`src/rtl/ospfb_sequencer.sv`:
```
// ---------------------------------------------------------------------------
// ospfb_sequencer
//
// Frame sequencer for an oversampled polyphase filter bank. Each frame is
// FFT_LEN (M) cycles long: the first DEC_FAC (D) cycles take a fresh ADC
// sample into the PE chain, and the remaining M-D cycles recirculate
// delay-line contents. Branch indices count down M-1..0 within a frame.
// At every frame wrap the phase-compensation rotation advances by D
// (mod M), and the ping-pong compensation buffer flips.
//
// Parameters:
//   FFT_LEN - polyphase branches M, a power of two, >= 4
//   DEC_FAC - decimation factor D, 0 < D < M
//
// Ports:
//   clk       - DSP clock
//   rst_n     - asynchronous active-low reset
//   s_valid   - ADC sample available
//   s_ready   - sample accepted this cycle
//   m_ready   - datapath can advance
//   m_en      - datapath shift enable (advance strobe)
//   m_din_sel - 1: new sample, 0: delay-line feedback
//   m_branch  - current polyphase branch index
//   m_rot     - phase-compensation rotation offset
//   m_phase   - compensation buffer being filled (FILLA/FILLB)
//   m_last    - last branch of the frame
//   err_ovf   - sticky dropped-sample flag
//
// Optional feature: define OSPFB_SEQ_OVF_CHECK_EN to build the sticky
// overflow detector; otherwise err_ovf is a constant 0.
// ---------------------------------------------------------------------------

package ospfb_sequencer_pkg;
  typedef enum logic {FILLA = 1'b0, FILLB = 1'b1} phasecomp_state_t;
endpackage

module ospfb_sequencer
  import ospfb_sequencer_pkg::*;
#(
  parameter int FFT_LEN = 64,
  parameter int DEC_FAC = 48,
  localparam int W = $clog2(FFT_LEN)
) (
  input  logic             clk,
  input  logic             rst_n,
  input  logic             s_valid,
  output logic             s_ready,
  input  logic             m_ready,
  output logic             m_en,
  output logic             m_din_sel,
  output logic [W-1:0]     m_branch,
  output logic [W-1:0]     m_rot,
  output phasecomp_state_t m_phase,
  output logic             m_last,
  output logic             err_ovf
);

  localparam logic [W-1:0] DEC_W  = W'(DEC_FAC);
  localparam logic [W-1:0] LAST_W = W'(FFT_LEN - 1);
  localparam logic [W:0]   LEN_W1 = (W+1)'(FFT_LEN);

  logic [W-1:0]     cyc_q, cyc_d;
  logic [W-1:0]     rot_q, rot_d;
  phasecomp_state_t phase_q, phase_d;
  logic [W:0]       rot_sum;
  logic [W:0]       rot_red;
  logic             advance;

  // Frame decode from the cycle counter. Everything that leaves the block
  // is gated by rst_n so the datapath sees no strobes while held in reset.
  always_comb begin
    m_din_sel = (cyc_q < DEC_W);
    m_last    = (cyc_q == LAST_W);
    m_branch  = LAST_W - cyc_q;
    s_ready   = rst_n & m_ready & m_din_sel;
    advance   = rst_n & m_ready & (~m_din_sel | s_valid);
    m_en      = advance;
    m_rot     = rot_q;
    m_phase   = phase_q;
  end

  // Rotation update uses one extra bit so rot + D never wraps before the
  // single conditional subtract of M brings it back into range.
  always_comb begin
    rot_sum = {1'b0, rot_q} + {1'b0, DEC_W};
    rot_red = (rot_sum >= LEN_W1) ? (rot_sum - LEN_W1) : rot_sum;
  end

  // Next-state logic: nothing moves unless the datapath actually advances,
  // so an input stall or a back-pressured datapath freezes the frame.
  always_comb begin
    cyc_d   = cyc_q;
    rot_d   = rot_q;
    phase_d = phase_q;
    if (advance) begin
      if (m_last) begin
        cyc_d   = '0;
        rot_d   = rot_red[W-1:0];
        phase_d = (phase_q == FILLA) ? FILLB : FILLA;
      end else begin
        cyc_d = cyc_q + 1'b1;
      end
    end
  end

  // Sequencer state register; reset abandons any partial frame.
  always_ff @(posedge clk or negedge rst_n) begin
    if (!rst_n) begin
      cyc_q   <= '0;
      rot_q   <= '0;
      phase_q <= FILLA;
    end else begin
      cyc_q   <= cyc_d;
      rot_q   <= rot_d;
      phase_q <= phase_d;
    end
  end

`ifdef OSPFB_SEQ_OVF_CHECK_EN
  logic err_ovf_q, err_ovf_d;

  // Sticky OR: a sample offered while not accepted is a lost sample, and
  // once seen the flag holds until reset.
  always_comb begin
    err_ovf_d = err_ovf_q | (s_valid & ~s_ready);
  end

  always_ff @(posedge clk or negedge rst_n) begin
    if (!rst_n) begin
      err_ovf_q <= 1'b0;
    end else begin
      err_ovf_q <= err_ovf_d;
    end
  end

  assign err_ovf = err_ovf_q;
`else
  assign err_ovf = 1'b0;
`endif

endmodule

```
`config.mk`:
```
export PLATFORM = sky130hd
export DESIGN_NAME = ospfb_sequencer
export DESIGN_NICKNAME = d
export VERILOG_FILES = /design/src/rtl/ospfb_sequencer.sv
export SDC_FILE = /design/constraint.sdc
export NUM_CORES = 1
export LEC_CHECK = 0
export ABC_AREA = 1
export CAP_MARGIN = 25
export CORE_UTILIZATION = 29
export CTS_CLUSTER_DIAMETER = 100
export DETAILED_ROUTE_END_ITERATION = 6
export PLACE_DENSITY_LB_ADDON = 0.1
export SYNTH_ARGS = -nofsm -noshare
export SYNTH_HDL_FRONTEND = slang
export SYNTH_SLANG_ARGS = --single-unit
```
`constraint.sdc`:
```
create_clock -name clk -period 2.8 [get_ports clk]
set_input_delay 0.56 -clock clk [delete_from_list [all_inputs] [get_ports clk]]
set_output_delay 0.56 -clock clk [all_outputs]
set_load 0.03 [all_outputs]
```
==> results of run 1 <==
-- flip-flops by register name, indices dropped and copies added, names as in the netlist --
| register | cells |
|---|---|
| cyc_q | 6 |
| m_rot | 2 |
| m_phase | 1 |
-- critical path: stages (launching register included) --
cell,delay [ns]
dfrtp_1,0.40
ha_1,0.22
nand3_1,0.14
nor2_1,0.19
clkdlybuf4s50_1,0.71
-- cell type report --
| cell class | count | share of cell area |
|---|---|---|
| Multi-Input combinational cell | 54 | 0.358 |
| Tap cell | 25 | 0.0419 |
| Sequential cell | 9 | 0.302 |
| Timing Repair Buffer | 17 | 0.218 |
| Clock buffer | 4 | 0.0352 |
| Inverter | 9 | 0.0452 |
-- worst max path at each step --
stage	to	from	cells after the start	slack, ns
2_1_floorplan	s_ready	rst_n	2	1.08
3_3_place_gp	m_en	rst_n	4	0.60
3_5_place_dp	m_en	rst_n	4	0.59
4_1_cts	m_last	cyc_q[1]	4	0.32
5_1_grt	m_last	cyc_q[1]	4	0.20
6_report	m_last	cyc_q[1]	4	0.31
-- power by group --
group	internal [mW]	switching, mW	total, mW
Combinational	0.0817	0.131	0.212
Clock	0.0552	0.0519	0.107
Sequential	0.157	0.0351	0.192
-- cell usage after synthesis --
library cell and n:
inv_1 9, nand2_4 1, ha_1 1, nand2_1 21, o21ai_0 2, nor2_1 11
nand2_2 2, a21oi_1 1, a21oi_4 1, dfrtp_1 9, buf_4 5, conb_1 1
nand3_1 4, o21ai_2 1, xor2_1 2, nand3b_1 2
-- cells by family (layout without fill, tap and decap cells) --
| logic type | after synthesis | after routing |
|---|---|---|
| flops | 9 | 9 |
| xor+xnor | 2 | 2 |
| other cells | 1 | 5 |
| simple gates | 41 | 41 |
| buf+inv | 14 | 30 |
| fa+ha+maj | 1 | 1 |
| compound gates | 5 | 5 |
-- layout by cell type, fill, tap and decap left out --
master and n:
dfrtp_1 9, ha_1 1, clkdlybuf4s50_1 14, a21oi_4 1, nand3_1 4, nand3b_1 2, nand2_4 1, inv_1 9
clkbuf_1 1, nand2_1 21, o21ai_2 1, o21ai_0 2, nor2_1 11, nand2_2 2, clkbuf_4 3, conb_1 5
buf_4 3, xor2_1 2, a21oi_1 1
-- stage by stage --
step	worst slack, ns	cell area, µm²	cells	util
2_1_floorplan	1.08	564	77	-
3_3_place_gp	0.604	721	114	0.413
3_5_place_dp	0.590	721	114	0.413
4_1_cts	0.319	747	118	0.428
5_1_grt	0.201	747	118	0.428
6_report	0.313	747	118	0.428
-- routing by layer --
metal / up-vias / wire length [µm] / track usage
li1: 255 / - / -
met4: 0 / 28 / 0.0909
met2: 20 / 463 / 0.197
met1: 219 / 553 / 0.167
met5: - / 0 / 0
met3: 4 / 89 / 0.0437
==> metrics.md, run 1 <==
| Metric | Value |
|---|---|
| Status | `finished clean` |
| Initial Utilization | `0.315` |
| Core box area | `1750 µm²` |
| WP data arrival | `1.93 ns` |
| Post-cts resize count | `0` |
| Wire per inst | `approximately 9.6 µm` |
| Endpoint class of the critical path | `output port` |
| Synth Area in Simple Gates | `0.326` |
| R2R Setup Slk | `1.52 ns` |
| Synth cell types | `16` |
| Fillers | `189` |
| Cts-stage hold buffer count | `0` |
| Peak Freq | `402 MHz` |
| Nets | `99` |
| Reg-to-Reg Start | `cyc_q[1]` |
| Clock latency on the worst-skew pair | `0.27 ns` |
| Iter 0 DRT Violations | `3` |
| Share of layout cells above drive strength 1 | `0.118` |
| Mapped Area | `549 µm²` |
| Hold path start | `m_phase` |
| All-Layer GR Usage | `0.135` |
| Startpoint types | `flop` |
| Min Hold Slack | `0.493 ns` |
| Max Root-Sink Buffers | `2` |
| First-pass GRT wire length | `1.90 mm` |
| Mean post-synth cell area | `7.52 µm²` |
| Maximum level of the CTS H-tree | `1` |
| Cell count after synthesis | `73` |
| Max-Cap Viols | `0` |
| RSZ-0062 raised after global routing | `false` |
| Final Max Tran Viols | `0` |
| DRC viols | `0` |
| Post-route ant nets | `0` |
| PD cells | `685 nW/µm²` |
| Setup TNS | `0 ns` |
| Io pins | `22` |
| Final Hold Fails | `0` |
| TritonCTS Sinks | `9` |
| Crit-path max FO | `4` |
| Total number of vias | `498` |
| Vias/cell | `between 4 and 5` |
| Synth area leader | `dfrtp_1` |
| HP Class | `reg2reg` |
| Path depth of the worst reg2reg path | `6` |
| Synth area leaders | `dfrtp_1, nand2_1, nor2_1` |
| Share of Yosys cell area claimed by the top area cell type | `0.410` |
| Vias in the first global route | `between 400 and 500` |
| Synthesized-area fraction occupied by adder cells | `0.0228` |
| Tcrit/Tclk final | `0.888` |
| Multi-input logic area | `268 µm²` |
| Drt pass-1 iters | `3` |
| XOR/XNOR Fraction of Synth Area | `0.0319` |
| Kind of critical path | `reg2out` |
| Num rows | `15` |
| Max VDD drop | `0.281 mV` |
| Hold Path Stages | `2` |
| Final min period | `around 2.5 ns` |
| Main combinational cell family by area after synthesis | `simple AND/OR/NAND/NOR gates` |
| CTS buffer count | `3` |
| Port bufs | `16` |
| Die ar. | `around 2100 µm²` |
| GRT overflow | `0` |
| Setup violators final | `0` |
| Sequential area share after synthesis | `0.410` |
| R2R Path End | `cyc_q[0]` |
| Hold worst-path end | `m_phase` |
| Multiplexer share of the synthesized area | `0` |
| Number of synthesis warnings | `0` |
| Placer Congestion | `roughly 0.79` |
| Initial antenna violation count | `0` |
| Die Span Y | `about 46 µm` |
| DP Wirelength | `848 µm` |
| Clock root buffer master | `clkbuf_4` |
| Chip width | `45.5 µm` |
| Area growth syn-to-layout | `36.0%` |
| FF/Latch Area | `225 µm²` |
| Layout Skew | `~0.0017 ns` |
| Post-synthesis compound-gate area fraction | `0.0729` |
| Clock transition at path regs | `0.07 ns` |
| Synth Register Bits | `9` |
| Largest net degree at the start of global routing | `10` |
| LEAKAGE | `between 0.3 and 0.4 nW` |
| Design Power | `512 µW` |
| N_diodes | `0` |
| Data required, critical path | `2.24 ns` |
| Postcts setup bufs | `0` |
| Drt total wl | `1.13 mm` |
| CTS tree | `yes` |
Power figures use the tool's default switching activity.
==> run 2: changes to the inputs <==
Settings changed: CORE_ASPECT_RATIO set to 1.4.
==> metrics.md, run 2 (synthesis results as in run 1) <==
| Metric | Value |
|---|---|
| Iter 0 DRT Violations | `7 (+4)` |
| Cts-stage hold buffer count | `0 (unchanged)` |
| Multi-input logic area | `268 µm² (unchanged)` |
| DP Wirelength | `885 µm (+4.4%)` |
| Commonest non-fill, non-tap cell in the layout | `nand2_1` |
| N_diodes | `0 (unchanged)` |
| WP data arrival | `1.87 ns (-0.06 ns)` |
| Post-cts resize count | `0 (unchanged)` |
| Area growth syn-to-layout | `34.9%` |
| Setup TNS | `0 ns (unchanged)` |
| DRC viols | `0 (unchanged)` |
| Vias in the first global route | `440 (-2.7%)` |
| Maximum level of the CTS H-tree | `1 (unchanged)` |
| Final Max Tran Viols | `0 (unchanged)` |
| Design Power | `507 µW (-0.97%)` |
| Nets | `99 (unchanged)` |
| Share of layout cells above drive strength 1 | `0.118 (unchanged)` |
| HP Class | `reg2reg` |
| First-pass GRT wire length | `1.81 mm (-5.1%)` |
| Min Hold Slack | `0.497 ns (+0.00420 ns)` |
| Core Util, Final | `0.416 (-0.0116)` |
| Kind of critical path | `reg2out` |
| Wire per inst | `10.0 µm (+4.4%)` |
| Startpoint types | `flop` |
| Endpoint class of the critical path | `output port` |
| PD cells | `684 nW/µm² (-0.13%)` |
| Die Span Y | `53.5 µm (+18%)` |
| Io pins | `22 (unchanged)` |
| Clock transition at path regs | `0.07 ns (about the same)` |
| Peak Freq | `411 MHz (+2.3%)` |
| Tcrit/Tclk final | `0.868 (-0.0201)` |
| Max reg flops | `6 (unchanged)` |
| Clock root buffer master | `clkbuf_4` |
| Core box area | `1780 µm² (+1.9%)` |
| Vias/cell | `4.30 (+1.9%)` |
| Path depth of the worst reg2reg path | `6 (unchanged)` |
| Largest net degree at the start of global routing | `10 (unchanged)` |
| TritonCTS Sinks | `9 (unchanged)` |
| Drt total wl | `1.13 mm (unchanged)` |
| Chip width | `38.8 µm (-15%)` |
| Max-Cap Viols | `0 (unchanged)` |
| Top reg by flops | `cyc_q` |
| All-Layer GR Usage | `0.128 (-0.00666)` |
| Clock latency on the worst-skew pair | `0.26 ns (about the same)` |
| Placer Congestion | `0.793 (+0.86%)` |
| Die ar. | `2070 µm² (+0.12%)` |
| Hold Path Stages | `2 (unchanged)` |
| Layout Skew | `0.00323 ns (+0.00153 ns)` |
| Dpl ws | `0.562 ns (-0.0275 ns)` |
| Initial antenna violation count | `0 (unchanged)` |
| Final worst slack | `0.369 ns (+0.0562 ns)` |
| FF/Latch Area | `225 µm² (unchanged)` |
| Drt pass-1 iters | `3 (unchanged)` |
| Total number of vias | `486 (-2.4%)` |
| Data required, critical path | `2.24 ns (about the same)` |
| Fillers | `201 (+6.3%)` |
| GRT overflow | `0 (unchanged)` |
| LEAKAGE | `0.389 nW (unchanged)` |
| Max VDD drop | `0.364 mV (+30%)` |
| Most frequent cells in the layout | `nand2_1, clkdlybuf4s50_1, nor2_1` |
| RSZ-0062 raised after global routing | `false` |
| Setup violators final | `0 (unchanged)` |
| CTS tree | `yes` |
| CTS buffer count | `3 (unchanged)` |
| Port bufs | `16 (unchanged)` |
| Num rows | `18 (+3)` |
| Final Hold Fails | `0 (unchanged)` |
| Post-route ant nets | `0 (unchanged)` |
| Postcts setup bufs | `0 (unchanged)` |
| Status | `finished clean` |
| Initial Utilization | `0.309 (-0.00598)` |
| Final min period | `2.43 ns (-0.0562 ns)` |
| Crit-path max FO | `4 (unchanged)` |
| Max Root-Sink Buffers | `2 (unchanged)` |
==> run 2: layer usage <==
layer,vias to the layer above,share of wire,track usage
li1,252,-,-
met1,219,0.47,0.151
met2,13,0.48,0.211
met3,2,0.040,0.0252
met4,0,0.0088,0.0690
met5,-,0,0
==> run 2: path summary, 6_finish.rpt <==
check | start | to | slack, ns
max reg2reg | cyc_q[1] | cyc_q[0] | 1.57
min | m_phase | m_phase | 0.50
min in group asynchronous | rst_n | m_rot[4] | 0.64
min reg2reg | m_phase | m_phase | 0.50
max in group asynchronous | rst_n | cyc_q[0] | 2.02
max | cyc_q[1] | m_last | 0.37
==> run 2: where the power goes <==
group	internal [mW]	switching (mW)
Sequential	0.157	0.0341
Combinational	0.0815	0.131
Clock	0.0550	0.0481
==> run 2: layout make-up <==
cell class	instances	share of cell area
multi-input cells	54	0.361
clock buffers	4	0.0355
repair buffers	17	0.220
inverters	9	0.0456
well taps	20	0.0338
flip-flops and latches	9	0.304
==> run 2: per-stage QoR <==
stage | area (µm²) | cells
2_1_floorplan | 564 | 77
4_1_cts | 741 | 113
3_3_place_gp | 714 | 109
3_5_place_dp | 714 | 109
5_1_grt | 741 | 113
6_report | 741 | 113
==> run 2: worst max-delay path: stages (launching register included) <==
cell	delay (ns)
dfrtp_1	0.39
ha_1	0.20
nand3_1	0.12
nor2_1	0.20
clkdlybuf4s50_1	0.71
==> run 3: changes to the inputs <==
Settings changed: REMOVE_ABC_BUFFERS set to 1.
==> metrics.md, run 3 (synthesis results as in run 1) <==
| Metric | Value |
|---|---|
| Post-cts resize count | `0 (unchanged)` |
| Commonest non-fill, non-tap cell in the layout | `nand2_1` |
| Cts-stage hold buffer count | `0 (unchanged)` |
| Post-route ant nets | `0 (unchanged)` |
| Final worst slack | `0.333 ns (-0.0366 ns)` |
| Top reg by flops | `cyc_q` |
| Postcts setup bufs | `0 (unchanged)` |
| Most frequent cells in the layout | `nand2_1, clkdlybuf4s50_1, nor2_1` |
| Tcrit/Tclk final | `0.881 (+0.0131)` |
| Area growth syn-to-layout | `34.9% (unchanged)` |
| Path depth of the worst reg2reg path | `6 (unchanged)` |
| Final Instance Count excl. Fillers | `113 (unchanged)` |
| Nets | `99 (unchanged)` |
| Die Span Y | `53.5 µm (unchanged)` |
| Io pins | `22 (unchanged)` |
| CTS tree | `yes` |
| Endpoint class of the critical path | `output port` |
| Final Max Tran Viols | `0 (unchanged)` |
| Initial Utilization | `0.309 (unchanged)` |
| Data required, critical path | `2.24 ns (about the same)` |
| CTS buffer count | `3 (unchanged)` |
| First-pass GRT wire length | `1.86 mm (+3.1%)` |
| Vias in the first global route | `431 (-2.0%)` |
| Drt pass-1 iters | `3 (unchanged)` |
| WP data arrival | `1.91 ns (+0.04 ns)` |
| Max VDD drop | `0.326 mV (-10%)` |
| Clock latency on the worst-skew pair | `0.26 ns (about the same)` |
| Final min period | `2.47 ns (+0.0366 ns)` |
| Num rows | `18 (unchanged)` |
| Clock root buffer master | `clkbuf_4` |
| Iter 0 DRT Violations | `7 (unchanged)` |
| Placer Congestion | `0.709 (-11%)` |
| Share of layout cells above drive strength 1 | `0.118 (unchanged)` |
| Port bufs | `16 (unchanged)` |
| RSZ-0062 raised after global routing | `false` |
| PD cells | `684 nW/µm² (about the same)` |
| Drt total wl | `1.17 mm (+3.0%)` |
| Hold Path Stages | `2 (unchanged)` |
| HP Class | `reg2reg` |
| Total number of vias | `484 (-0.41%)` |
| All-Layer GR Usage | `0.135 (+0.00664)` |
| N_diodes | `0 (unchanged)` |
| Setup violators final | `0 (unchanged)` |
| Wire per inst | `10.3 µm (+3.0%)` |
| Status | `finished clean` |
| Core box area | `1780 µm² (unchanged)` |
| Clock transition at path regs | `0.07 ns (about the same)` |
| Layout Skew | `0.00471 ns (+0.00148 ns)` |
| GRT overflow | `0 (unchanged)` |
| Crit-path max FO | `4 (unchanged)` |
| Vias/cell | `4.28 (-0.41%)` |
| Kind of critical path | `reg2out` |
| Max Root-Sink Buffers | `2 (unchanged)` |
| Max reg flops | `6 (unchanged)` |
| DP Wirelength | `910 µm (+2.8%)` |
| Startpoint types | `flop` |
| Die ar. | `2070 µm² (unchanged)` |
| Max-Cap Viols | `0 (unchanged)` |
| Initial antenna violation count | `0 (unchanged)` |
| Largest net degree at the start of global routing | `10 (unchanged)` |
| Fillers | `201 (unchanged)` |
| Dpl ws | `0.593 ns (+0.0308 ns)` |
| Setup TNS | `0 ns (unchanged)` |
| Final Hold Fails | `0 (unchanged)` |
| LEAKAGE | `0.389 nW (unchanged)` |
| DRC viols | `0 (unchanged)` |
| Placed insts | `109 (unchanged)` |
| Chip width | `38.8 µm (unchanged)` |
| TritonCTS Sinks | `9 (unchanged)` |
| Maximum level of the CTS H-tree | `1 (unchanged)` |
| Peak Freq | `405 MHz (-1.5%)` |
==> run 3: power breakdown <==
group / total (mW) / switching, mW / internal [mW]
combinational: 0.214 / 0.131 / 0.0822
clock: 0.102 / 0.0473 / 0.0550
sequential: 0.191 / 0.0340 / 0.157
total: 0.507 / 0.213 / 0.294
==> run 3: area by class of cell <==
type,count,area [µm²],area share
tap,20,25.0,0.0338
clock buffer,4,26.3,0.0355
multi-input combinational,54,268,0.361
timing repair buffer,17,163,0.220
sequential,9,225,0.304
inverter,9,33.8,0.0456
==> run 3: worst max-delay path, cell delays in order (launching register included) <==
cell,delay [ns]
dfrtp_1,0.40
ha_1,0.22
nand3_1,0.14
nor2_1,0.19
clkdlybuf4s50_1,0.70
==> run 3: stage by stage <==
step	util	instance area [µm²]	total power [mW]	hold WS, ns
finish	0.416	741	0.507	0.499
global route	0.416	741	0.545	0.541
CTS	0.416	741	0.514	0.500
floorplan	-	527	0.324	0.264
global placement	0.402	714	0.407	0.483
detailed placement	0.402	714	0.409	0.483
==> run 3: metal layers <==
metal  track usage  share of wire  vias to the layer above
li1              -              -                      251
met1         0.153           0.44                      215
met3        0.0378          0.057                        2
met2         0.214           0.49                       16
met4        0.0862          0.011                        0
met5             0              0                        -
==> run 3: final timing paths <==
path                               start  endpoint  slack [ns]
worst max-delay path            cyc_q[0]    m_last        0.33
worst min-delay path             m_phase   m_phase        0.50
worst max register to register  cyc_q[0]  cyc_q[0]        1.53
worst min register to register   m_phase   m_phase        0.50
max in group asynchronous          rst_n  cyc_q[4]        2.04
min in group asynchronous          rst_n  cyc_q[0]        0.62
